File: config.mk
export PLATFORM = sky130hd
export DESIGN_NAME = reset_sequencer_flat
export DESIGN_NICKNAME = d
export VERILOG_FILES = /design/src/rtl/reset_sequencer_if.sv /design/src/rtl/reset_sequencer.sv /design/src/flat_wrapper.sv
export SDC_FILE = /design/constraint.sdc
export NUM_CORES = 1
export LEC_CHECK = 0
export ABC_AREA = 1
export BUFFER_PORTS_ARGS = -buffer_cell sky130_fd_sc_hd__buf_2
export CORE_MARGIN = 2
export CORE_UTILIZATION = 54
export DETAILED_ROUTE_END_ITERATION = 12
export GPL_ROUTABILITY_DRIVEN = 0
export GPL_TIMING_DRIVEN = 0
export PLACE_DENSITY = 0.76
export SLEW_MARGIN = 20
export SYNTH_ARGS = -nofsm -noshare
export SYNTH_HDL_FRONTEND = slang
export SYNTH_SLANG_ARGS = --single-unit
File: constraint.sdc
create_clock -name clk_core -period 1.95 [get_ports clk_core]
set_clock_uncertainty 0.15 [all_clocks]
set_input_delay 0.585 -clock clk_core [delete_from_list [all_inputs] [get_ports clk_core]]
set_output_delay 0.585 -clock clk_core [all_outputs]
set_load 0.1 [all_outputs]
File: src/rtl/reset_sequencer_if.sv
// Board-side signal bundle of the reset sequencer: PLL/external reset inputs,
// synchronised inputs, per-domain resets and the reset-cause register.
interface reset_sequencer_if #(
  parameter int unsigned SYNC_W = 1,
  parameter int unsigned STAGES = 2
);
  logic                pll_locked;
  logic                ext_reset;
  logic [SYNC_W-1:0]   sync_in;
  logic [SYNC_W-1:0]   sync_out;
  logic [STAGES-1:0]   stage_reset_n;
  logic                all_released;
  logic [2:0]          reset_cause;
  logic                cause_clear;

  modport master (
    output pll_locked, ext_reset, sync_in, cause_clear,
    input  sync_out, stage_reset_n, all_released, reset_cause
  );

  modport slave (
    input  pll_locked, ext_reset, sync_in, cause_clear,
    output sync_out, stage_reset_n, all_released, reset_cause
  );
endinterface

File: src/rtl/reset_sequencer.sv
// Core-domain reset generator: PLL lock filter, external reset synchroniser,
// staggered per-domain reset release, input synchronisers and sticky reset cause.
module reset_sequencer #(
  parameter int unsigned       LOCK_FILTER     = 4,
  parameter int unsigned       RELEASE_DELAY   = 255,
  parameter int unsigned       STAGES          = 2,
  parameter int unsigned       STAGE_GAP       = 16,
  parameter bit                EXT_ACTIVE_HIGH = 1'b1,
  parameter int unsigned       SYNC_W          = 1,
  parameter int unsigned       SYNC_DEPTH      = 2,
  parameter logic [SYNC_W-1:0] SYNC_IDLE       = '1
) (
  input  logic               clk_core,
  input  logic               core_reset_n,
  reset_sequencer_if.slave   bus
);

  localparam int unsigned TMAX = RELEASE_DELAY + (STAGES - 1) * STAGE_GAP;
  localparam int unsigned CW   = (TMAX == 0) ? 1 : $clog2(TMAX + 1);

  logic [LOCK_FILTER-1:0] window_q;
  logic                   pll_stable_q;
  logic                   ext_meta_q;
  logic                   ext_sync_q;
  logic [CW-1:0]          count_q;
  logic [STAGES-1:0]      stage_q;
  logic                   all_q;
  logic [2:0]             cause_q;
  logic [SYNC_W-1:0]      chain_q [SYNC_DEPTH];

  logic                   ext_asserted;
  logic                   hold;
  logic [2:0]             cause_set;

  assign ext_asserted = EXT_ACTIVE_HIGH ? bus.ext_reset : ~bus.ext_reset;
  assign hold         = ~pll_stable_q | ext_sync_q;
  // Events are detected on the edge where the registered flag changes.
  assign cause_set    = {ext_meta_q & ~ext_sync_q, pll_stable_q & ~(&window_q), 1'b0};

  // Lock filter and external reset synchroniser
  always_ff @(posedge clk_core) begin
    if (!core_reset_n) begin
      window_q     <= '0;
      pll_stable_q <= 1'b0;
      ext_meta_q   <= 1'b1;
      ext_sync_q   <= 1'b1;
    end else begin
      window_q     <= LOCK_FILTER'({window_q, bus.pll_locked});
      pll_stable_q <= &window_q;
      ext_meta_q   <= ext_asserted;
      ext_sync_q   <= ext_meta_q;
    end
  end

  // Saturating release counter and staggered stage release
  always_ff @(posedge clk_core) begin
    if (!core_reset_n) begin
      count_q <= '0;
      stage_q <= '0;
      all_q   <= 1'b0;
    end else begin
      if (hold) begin
        count_q <= '0;
      end else if (count_q != CW'(TMAX)) begin
        count_q <= count_q + CW'(1);
      end
      for (int unsigned i = 0; i < STAGES; i++) begin
        stage_q[i] <= ~hold & (count_q >= CW'(RELEASE_DELAY + i * STAGE_GAP));
      end
      // The last stage has the largest threshold, so it alone decides all_released.
      all_q <= ~hold & (count_q >= CW'(TMAX));
    end
  end

  // Input synchronisers, forced idle while stage 0 is in reset
  always_ff @(posedge clk_core) begin
    if (!core_reset_n || !stage_q[0]) begin
      for (int unsigned d = 0; d < SYNC_DEPTH; d++) begin
        chain_q[d] <= SYNC_IDLE;
      end
    end else begin
      chain_q[0] <= bus.sync_in;
      for (int unsigned d = 1; d < SYNC_DEPTH; d++) begin
        chain_q[d] <= chain_q[d-1];
      end
    end
  end

  // Sticky reset cause; a set event beats a simultaneous clear
  always_ff @(posedge clk_core) begin
    if (!core_reset_n) begin
      cause_q <= 3'b001;
    end else begin
      cause_q <= (bus.cause_clear ? 3'b000 : cause_q) | cause_set;
    end
  end

  assign bus.sync_out      = chain_q[SYNC_DEPTH-1];
  assign bus.stage_reset_n = stage_q;
  assign bus.all_released  = all_q;
  assign bus.reset_cause   = cause_q;

endmodule

File: src/flat_wrapper.sv
// flat-port wrapper written by rule: the top's interface ports become plain ports
module reset_sequencer_flat 
#(
  parameter int unsigned       LOCK_FILTER     = 4,
  parameter int unsigned       RELEASE_DELAY   = 255,
  parameter int unsigned       STAGES          = 2,
  parameter int unsigned       STAGE_GAP       = 16,
  parameter bit                EXT_ACTIVE_HIGH = 1'b1,
  parameter int unsigned       SYNC_W          = 1,
  parameter int unsigned       SYNC_DEPTH      = 2,
  parameter logic [SYNC_W-1:0] SYNC_IDLE       = '1
)
  (clk_core, core_reset_n, bus_pll_locked, bus_ext_reset, bus_sync_in, bus_cause_clear, bus_sync_out, bus_stage_reset_n, bus_all_released, bus_reset_cause);
  reset_sequencer_if #(.SYNC_W(SYNC_W), .STAGES(STAGES)) bus_i ();
  input  logic clk_core;
  input  logic core_reset_n;
  input wire logic [$bits(bus_i.pll_locked)-1:0] bus_pll_locked;
  input wire logic [$bits(bus_i.ext_reset)-1:0] bus_ext_reset;
  input wire logic [$bits(bus_i.sync_in)-1:0] bus_sync_in;
  input wire logic [$bits(bus_i.cause_clear)-1:0] bus_cause_clear;
  output wire logic [$bits(bus_i.sync_out)-1:0] bus_sync_out;
  output wire logic [$bits(bus_i.stage_reset_n)-1:0] bus_stage_reset_n;
  output wire logic [$bits(bus_i.all_released)-1:0] bus_all_released;
  output wire logic [$bits(bus_i.reset_cause)-1:0] bus_reset_cause;
  assign bus_i.pll_locked = bus_pll_locked;
  assign bus_i.ext_reset = bus_ext_reset;
  assign bus_i.sync_in = bus_sync_in;
  assign bus_i.cause_clear = bus_cause_clear;
  assign bus_sync_out = bus_i.sync_out;
  assign bus_stage_reset_n = bus_i.stage_reset_n;
  assign bus_all_released = bus_i.all_released;
  assign bus_reset_cause = bus_i.reset_cause;
  reset_sequencer #(.LOCK_FILTER(LOCK_FILTER), .RELEASE_DELAY(RELEASE_DELAY), .STAGES(STAGES), .STAGE_GAP(STAGE_GAP), .EXT_ACTIVE_HIGH(EXT_ACTIVE_HIGH), .SYNC_W(SYNC_W), .SYNC_DEPTH(SYNC_DEPTH), .SYNC_IDLE(SYNC_IDLE)) u_core (.clk_core(clk_core), .core_reset_n(core_reset_n), .bus(bus_i));
endmodule
==> flow_metrics.tcl <==
set metrics [dict create \
    crit_path_end_kind "output port" \
    arrival_ns 1.16 \
    fin_ws_ns 0.0545 \
    fmax_ghz 0.528 \
    clock_latency_ns 0.32 \
    min_to "u_core.ext_sync_q$_SDFF_PN1_" \
    hpwl_um 1290 \
    r2r_cells 7 \
    r2r-start "u_core.count_q[0]$_SDFFE_PP0N_" \
    ys.warnings.count 0 \
    slew_headroom 0.679 \
    worst_path_largest_cell_delay_ns 0.41 \
    clkTransAtPathRegs_ns 0.13 \
    core_sq_mm 0.00169 \
    cts-root-buf "clkbuf_4" \
    reg2reg_slack_ns 0.36 \
    syn_inst 122 \
    dpl_worst_slack_ns 0.385 \
    leakage_uw 0.000502 \
    cts_tree "done" \
    grt_pass1_wl_um 2860 \
    drv_slew 0 \
    fp.dieArea_sq_mm 0.00212 \
    r2r_end "u_core.count_q[8]$_SDFFE_PP0N_" \
    htree_levels 1 \
    ant_nets 0 \
    grt_overflow 0 \
    hp-start "u_core.ext_meta_q$_SDFF_PN1_" \
    drive_gt1_frac 0.277 \
    diodes 0 \
    hold_violations 0 \
    final_cells 154 \
    cp_num_buf_inv 2 \
    power.density_mw_per_mm2 699 \
    vias 755 \
    clock-sinks 23 \
    status "finished clean" \
    syn_nets 130 \
    ctsLongestPathBuffers 2 \
    drc 0 \
    vias_per_cell 4.90 \
    synthesis.area_sq_um 956 \
    p_total_uw 742 \
    worst_pin_slew_ns 0.484 \
    wl_per_cell_um 10.5 \
    track_usage 0.198 \
    postSynthAreaPerCell_sq_um 7.84 \
    postRouteWirelength_um 1620 \
    ios 13 \
    rsz0062_at_grt "no" \
    cts_resized 0 \
    grt_antenna_before_repair 0 \
    yosysMostFrequentCell "nand2_1" \
    synth-edff-count 0 \
    initial_core_util 0.566 \
    cp_max_fo 2 \
    ys_top_cells_by_count "nand2_1 (27), dfxtp_1 (23), nor2_1 (16)" \
    start_kind "register" \
    synth.area.top_cells "dfxtp_1 (48%), nand2_1 (11%), nor2_1 (6.3%)" \
    ys.flop_type "dfxtp_1" \
    synth-seq-cells 23 \
    ys_seq_area_frac 0.482 \
    port_buffers 11 \
    path_delay_family "buffers and inverters" \
    peakVddDrop_uv 376 \
    synth.distinct_cells 22 \
    synth_top_area_cell "dfxtp_1" \
    seqCellArea_sq_um 462 \
    hold_depth 2 \
    async_flop_share 0 \
    finalCriticalPeriod_ns 1.90 \
    die_y_um 46.1 \
    period_share 0.972 \
    final-setup-viol-count 0 \
    worst-setup-path-type "register to output port" \
    n_fill_cell 156 \
    drtPass1Iterations 4 \
    cts_hold_buffers 0 \
    synth_top_area_share 0.482 \
    cap_violations 0 \
    areaGrowthSynthToFinish_pct 11.0 \
    row_count 15 \
    nNetsFinal 146 \
    final.setup.tns_ns 0 \
    worst_path_max_delay_cell "buf_2" \
    place_inst 150 \
    path_cells "buf_4, buf_2" \
    hold_class "register to register" \
    grt_max_degree 14 \
    drt_iter0_markers 9 \
    first_global_vias 701 \
    critPathRequiredTime_ns 1.21 \
    die_x_um 46.1 \
    multi_input_area_sq_um 392 \
    cts_inserted_buffers 3 \
    post_cts_buffers 0 \
]
[placed cells by master (no fill, tap or decap)]
master and instances:
ha_1 2, nand3_1 4, nand2_4 1, o21ai_0 3, inv_4 1, buf_4 1
clkinv_2 1, buf_2 11, a21oi_2 2, nor2_1 16, nor3_4 1, nand2_2 2
buf_6 1, nand2_1 27, inv_1 14, xor2_1 1, dfxtp_1 22, inv_2 7
dfxtp_2 1, nor2_4 2, nand4_1 3, or2_2 4, o21ai_1 1, a21oi_1 5
nand3b_1 1, clkbuf_4 3
[how the worst max path moves through the flow]
stage,from,endpoint,slack [ns],depth (start not counted)
6_report,u_core.bus.all_released$_SDFF_PN0_,bus_stage_reset_n[1],0.05,2
5_1_grt,u_core.bus.all_released$_SDFF_PN0_,bus_stage_reset_n[1],0.01,2
4_1_cts,u_core.bus.all_released$_SDFF_PN0_,bus_stage_reset_n[1],0.04,2
3_5_place_dp,u_core.count_q[0]$_SDFFE_PP0N_,u_core.count_q[8]$_SDFFE_PP0N_,0.38,7
3_3_place_gp,u_core.count_q[0]$_SDFFE_PP0N_,u_core.count_q[8]$_SDFFE_PP0N_,0.41,7
2_1_floorplan,u_core.bus.all_released$_SDFF_PN0_,bus_stage_reset_n[1],0.19,1
[kinds of logic after synthesis]
logic type	count (synthesis)	synth area share
buf+inv	24	0.109
compound gates	11	0.0654
xor+xnor	1	0.00916
fa+ha+maj	2	0.0262
simple gates	61	0.309
flops	23	0.482
[per-stage QoR]
| stage | util | cell area (sq um) | hold WS (ns) |
|---|---|---|---|
| global route | 0.628 | 1060 | 0.284 |
| detailed placement | 0.612 | 1030 | 0.257 |
| CTS | 0.628 | 1060 | 0.274 |
| finish | 0.628 | 1060 | 0.283 |
| floorplan | - | 957 | 0.237 |
| global placement | 0.612 | 1030 | 0.250 |
[worst min-delay path, stage by stage, from the launching register on]
cell and delay (ns):
dfxtp_1 0.33, inv_1 0.04, nand2_1 0.05
[layer usage]
metal,wire [um],vias up,global-route usage
met4,53,0,0.177
met3,75,5,0.0392
met2,797,20,0.303
li1,-,404,-
met5,0,-,0
met1,697,326,0.229
[power breakdown]
group	internal (uW)	total, uW	switching, uW
clock network	77.0	226	149
registers	477	480	3.65
logic	10.1	35.9	25.8
total	564	742	178
[area by class of cell]
type | count | share of cell area
repair buffers | 11 | 0.0519
well taps | 17 | 0.0200
inverters | 22 | 0.0802
clock inverters | 1 | 0.00472
multi-input cells | 75 | 0.369
flip-flops and latches | 23 | 0.435
clock buffers | 3 | 0.0212
plain buffers | 2 | 0.0177
[state kept, by name (all words and copies together) (netlist names)]
name,flops
u_core.pll_stable_q,1
u_core.count_q,9
u_core.bus.all_released,1
u_core.ext_sync_q,1
u_core.window_q,4
u_core.ext_meta_q,1
u_core.bus.reset_cause,3
u_core.chain_q,2
u_core.bus.stage_reset_n,1
Note: power is estimated with default switching activity, not from simulation.
